`src/rtl/adder32_slice_seq.sv`:
```
// Multi-cycle WIDTH-bit adder that time-shares one external SLICE-bit adder.
// Operands are walked LSB-first through the slice; the result is returned by valid/ready.
module adder32_slice_seq #(
    parameter int WIDTH = 32,
    parameter int SLICE = 4
) (
    input  logic             clk,
    input  logic             rst,
    input  logic             in_valid,
    output logic             in_ready,
    input  logic [WIDTH-1:0] in_a,
    input  logic [WIDTH-1:0] in_b,
    input  logic             in_cin,
    output logic [SLICE-1:0] slc_a,
    output logic [SLICE-1:0] slc_b,
    output logic             slc_cin,
    input  logic [SLICE:0]   slc_sum,
    output logic             out_valid,
    input  logic             out_ready,
    output logic [WIDTH:0]   out_sum,
    output logic             busy
);

    localparam int NSLICE = WIDTH / SLICE;
    localparam int IW = (NSLICE > 1) ? $clog2(NSLICE) : 1;
    localparam logic [IW-1:0] LAST = IW'(NSLICE - 1);

    typedef enum logic [1:0] {
        IDLE,
        RUN,
        DONE
    } state_e;

    state_e           state_q, state_d;
    logic [WIDTH-1:0] a_q, a_d;
    logic [WIDTH-1:0] b_q, b_d;
    logic [WIDTH-1:0] acc_q, acc_d;
    logic             c_q, c_d;
    logic [IW-1:0]    idx_q, idx_d;

    // Operands shift down and the accumulator fills from the top, so the
    // current slice is always the low SLICE bits and no wide mux is needed.
    always_comb begin
        state_d = state_q;
        a_d     = a_q;
        b_d     = b_q;
        acc_d   = acc_q;
        c_d     = c_q;
        idx_d   = idx_q;
        unique case (state_q)
            IDLE: begin
                if (in_valid) begin
                    a_d     = in_a;
                    b_d     = in_b;
                    c_d     = in_cin;
                    acc_d   = '0;
                    idx_d   = '0;
                    state_d = RUN;
                end
            end
            RUN: begin
                a_d   = a_q >> SLICE;
                b_d   = b_q >> SLICE;
                acc_d = {slc_sum[SLICE-1:0], acc_q[WIDTH-1:SLICE]};
                c_d   = slc_sum[SLICE];
                if (idx_q == LAST) begin
                    state_d = DONE;
                end else begin
                    idx_d = idx_q + 1'b1;
                end
            end
            DONE: begin
                if (out_ready) begin
                    state_d = IDLE;
                end
            end
            default: state_d = IDLE;
        endcase
    end

    always_ff @(posedge clk) begin
        if (rst) begin
            state_q <= IDLE;
            a_q     <= '0;
            b_q     <= '0;
            acc_q   <= '0;
            c_q     <= 1'b0;
            idx_q   <= '0;
        end else begin
            state_q <= state_d;
            a_q     <= a_d;
            b_q     <= b_d;
            acc_q   <= acc_d;
            c_q     <= c_d;
            idx_q   <= idx_d;
        end
    end

    assign in_ready  = (state_q == IDLE);
    assign busy      = (state_q == RUN);
    assign out_valid = (state_q == DONE);
    assign out_sum   = out_valid ? {c_q, acc_q} : '0;
    assign slc_a     = busy ? a_q[SLICE-1:0] : '0;
    assign slc_b     = busy ? b_q[SLICE-1:0] : '0;
    assign slc_cin   = busy & c_q;

endmodule

```
`config.mk`:
```
export PLATFORM = sky130hd
export DESIGN_NAME = adder32_slice_seq
export DESIGN_NICKNAME = d
export VERILOG_FILES = /design/src/rtl/adder32_slice_seq.sv
export SDC_FILE = /design/constraint.sdc
export NUM_CORES = 1
export LEC_CHECK = 0
export ABC_AREA = 1
export BUFFER_PORTS_ARGS = -buffer_cell sky130_fd_sc_hd__buf_4
export CAP_MARGIN = 20
export CORE_ASPECT_RATIO = 1.75
export CORE_MARGIN = 2
export CORE_UTILIZATION = 45
export CTS_CLUSTER_DIAMETER = 80
export CTS_CLUSTER_SIZE = 12
export DETAILED_ROUTE_END_ITERATION = 6
export GPL_TIMING_DRIVEN = 0
export HOLD_SLACK_MARGIN = 0.05
export PLACE_DENSITY_LB_ADDON = 0.12
export SLEW_MARGIN = 30
export SYNTH_ARGS = -nofsm -noshare
export SYNTH_HDL_FRONTEND = slang
export SYNTH_SLANG_ARGS = --single-unit
```
`constraint.sdc`:
```
create_clock -name clk -period 2.9 [get_ports clk]
set_clock_uncertainty 0.2 [all_clocks]
set_input_delay 0.58 -clock clk [delete_from_list [all_inputs] [get_ports clk]]
set_output_delay 0.58 -clock clk [all_outputs]
set_load 0.03 [all_outputs]
```
==> run_results.csv <==
group,metric,value,unit
route,ant_nets,0,
cts,tritoncts,"done",
cts,cts_hold_buffers,0,
route,wl_met1,4970,um
timing,max_clock_freq,0.370,GHz
pwr,power_density,520,nW/um^2
cts,cts_max_path_buffers,2,
placed_design,dpl_cell_area,6000,sq um
critical_path,cpLargestDelayFamily,"buffers and inverters",
critical_path,ff2ff_setup_slack,1.07,ns
route,wl,12500,um
route,top_layer,"met4",
route,met3WireLength,486,um
layout,drive_gt1_share,16.2,%
layout,fillCellCount,1118,
timing,finalSetupViolations,0,
placed_design,numPortBuffers,117,
critical_path,required_time_worst_endpoint,2.12,ns
grt,grt_start_max_net_pins,17,
placed_design,placed_wire_length_estimate,9290,um
outcome,status,"completed",
timing,timing_max_transition_violations_final,0,
timing,fin_worst_hold_slack,0.263,ns
worst_hold_path,hold_path_class,"reg -> reg",
placed_design,final_gp_congestion,0.794,
route,violation_count_after_the_first_detailed_route_iteration,187,
layout,stdcell_count,1106,
timing,final-hold-violation-count,0,
synthesis,synth-edff-count,0,
die,rows,50,
cts,cts-root-buf,"clkbuf_16",
synthesis,postSynth.asyncResetShare,0,%
route,detailroute.wirelength.met2,6750,um
critical_path,reg2regPathDepth,7,
critical_path,regToRegStartpoint,"state_q[1]",
critical_path,cp-end-kind,"output port",
route,route.vias.total,5023,
cts,cts_htree_levels,3,
synthesis,synth_top_area_share,41.2,%
cts,cts.repair.resized,0,
layout,final_util,58.9,%
die,initial_utilization,46.3,%
timing,grt_setup_unrepaired,"false",
synthesis,share_of_the_yosys_chip_area_belonging_to_registers,41.2,%
critical_path,regToRegEndpoint,"idx_q[1]",
synthesis,ys_dominant_reg_cell,"dfxtp_1",
cts,worst_skew_pair.late_latency,0.34,ns
critical_path,max_stage_delay,0.39,ns
cts,cts-buffers-inserted,9,
pwr,power.total,3.27,mW
worst_hold_path,timing.hold.worst.start,"a_q[31]",
timing,relSlewSlack,67.2,%
synthesis,synth_cells,843,
cts,postCtsSetupBuffers,0,
synthesis,ys_ff_latch,102,
route,wl_per_cell,11.3,um
synthesis,yosys.cell_types.count,16,
critical_path,cp_cell_sequence,"inv_2, nand2_1, buf_2, buf_2, nor2_1, buf_4",
critical_path,cp_num_buf_inv,4,
route,route.detailed.drc,0,
placed_design,numPlacedInstances,1090,
cts,clkSlewWorstSetupHoldPaths,0.07,ns
grt,antenna_found_initial,0,
die,io_pins,119,
grt,grt_remaining_overflow,0,
synthesis,synthesis.nets,919,
layout,multi_input_comb_area,2320,sq um
timing,fin_setup_tns,0,ns
critical_path,crit_top_cell,"buf_2",
timing,worst_slack,0.200,ns
critical_path,crit_path_max_fanout,10,
synthesis,yosys_warnings,0,
run,maxCapViolCount,0,
layout,fin_area,6300,sq um
timing,timing_worst_slew_pin_value,0.492,ns
critical_path,critical_path.startpoint_type,"register",
grt,grt_pass1_wl,20500,um
pwr,p_leak,3.08,nW
timing,period_needed,2.70,ns
synthesis,yosys-top-cells-count,"366 x nand2_1, 168 x nor2_1, 102 x dfxtp_1, 98 x inv_1, 42 x a21oi_1",
grt,track_usage,21.2,%
cts,clkSinkCount,102,
layout,final-seq-area,2040,sq um
die,die_width,83.3,um
layout,final_net_count,1047,
die,placeableCoreArea,10700,sq um
layout,area_growth_syn_to_layout,27.1,%
layout,n_antenna_cell,0,
grt,grt_pass1_vias,4441,
synthesis,netlist.top_cell.by_area,"dfxtp_1",
worst_hold_path,worst_hold_path.endpoint,"a_q[31]",
die,fp.dieH,143,um
die,fp.dieArea,11900,sq um
critical_path,critPathKind,"reg -> out",
synthesis,synth_area_leaders,"dfxtp_1 41%, nand2_1 28%, nor2_1 13%",
worst_hold_path,hold_depth,2,
placed_design,placement.setup.worst_slack,0.529,ns
critical_path,critical_path.slowest_cell,"dfxtp_1",
synthesis,synthesis.area,4960,sq um
critical_path,critPathArrivalTime,1.92,ns
route,detailedRoute.firstPassIterationCount,5,
synthesis,synth.most_common_cell,"nand2_1",
timing,layout_worst_path_cycle_share,93.1,%
pwr,ir_drop,0.360,mV
route,detail_route.vias_per_cell,4.54,
synthesis,synth.avg_cell_area,5.88,sq um
[layout by cell type, fill, tap and decap left out, types with 9 or more instances in the layout]
| master | netlist | final |
|---|---|---|
| nand2_1 | 366 | 366 |
| clkbuf_16 | 0 | 9 |
| buf_2 | 22 | 22 |
| nor2_1 | 168 | 168 |
| buf_4 | 1 | 118 |
| clkbuf_1 | 19 | 20 |
| dfxtp_1 | 102 | 102 |
| a21oi_1 | 42 | 42 |
| nand3_1 | 11 | 11 |
| inv_1 | 98 | 98 |
[sequential cells by signal, summed over array words and instances (netlist names)]
name	flops
state_q	2
acc_q	32
c_q	1
b_q	32
idx_q	3
a_q	32
[cell type report]
cell class	instances	share of cell area, %
Timing Repair Buffer	117	13.9
Clock inverter	5	0.933
Buffer	49	3.42
Tap cell	130	2.58
Clock buffer	11	3.85
Multi-Input combinational cell	592	36.9
Inverter	100	5.96
Sequential cell	102	32.4
[worst max-delay path by stage]
| stage | startpoint | end | depth (start not counted) |
|---|---|---|---|
| after floorplan | state_q[1] | out_sum[10] | 5 |
| after global placement | state_q[1] | slc_b[1] | 6 |
| after detailed placement | state_q[1] | slc_b[1] | 6 |
| after CTS | state_q[1] | slc_b[1] | 6 |
| after global routing | state_q[1] | slc_b[1] | 6 |
| final | state_q[1] | slc_b[1] | 6 |
[logic make-up (layout without fill, tap and decap cells)]
| family | Yosys count | count (layout) | synth area share, % |
|---|---|---|---|
| compound gates | 43 | 43 | 4.57 |
| fa+ha+maj | 2 | 2 | 0.505 |
| buf+inv | 149 | 282 | 11.9 |
| flops | 102 | 102 | 41.2 |
| simple gates | 547 | 547 | 41.8 |
[report_power, final]
part,switching [mW],leakage (nW),total [mW],internal [mW]
registers,0.0386,0.838,1.52,1.48
clock network,0.535,0.142,1.23,0.693
logic,0.312,2.10,0.522,0.210
[worst min-delay path, delay by kind of cell, from the launching register on]
kind,cells,cell delay [ns]
AO/OA/AOI/OAI,1,0.05
flip-flops,1,0.31
AND/OR/NAND/NOR,1,0.06
[metal layers]
layer,vias to the layer above,global-route usage [%]
met4,0,8.20
li1,2713,-
met3,17,3.24
met5,-,0
met2,91,39.4
met1,2202,24.1
Note: power is estimated with default switching activity, not from simulation.
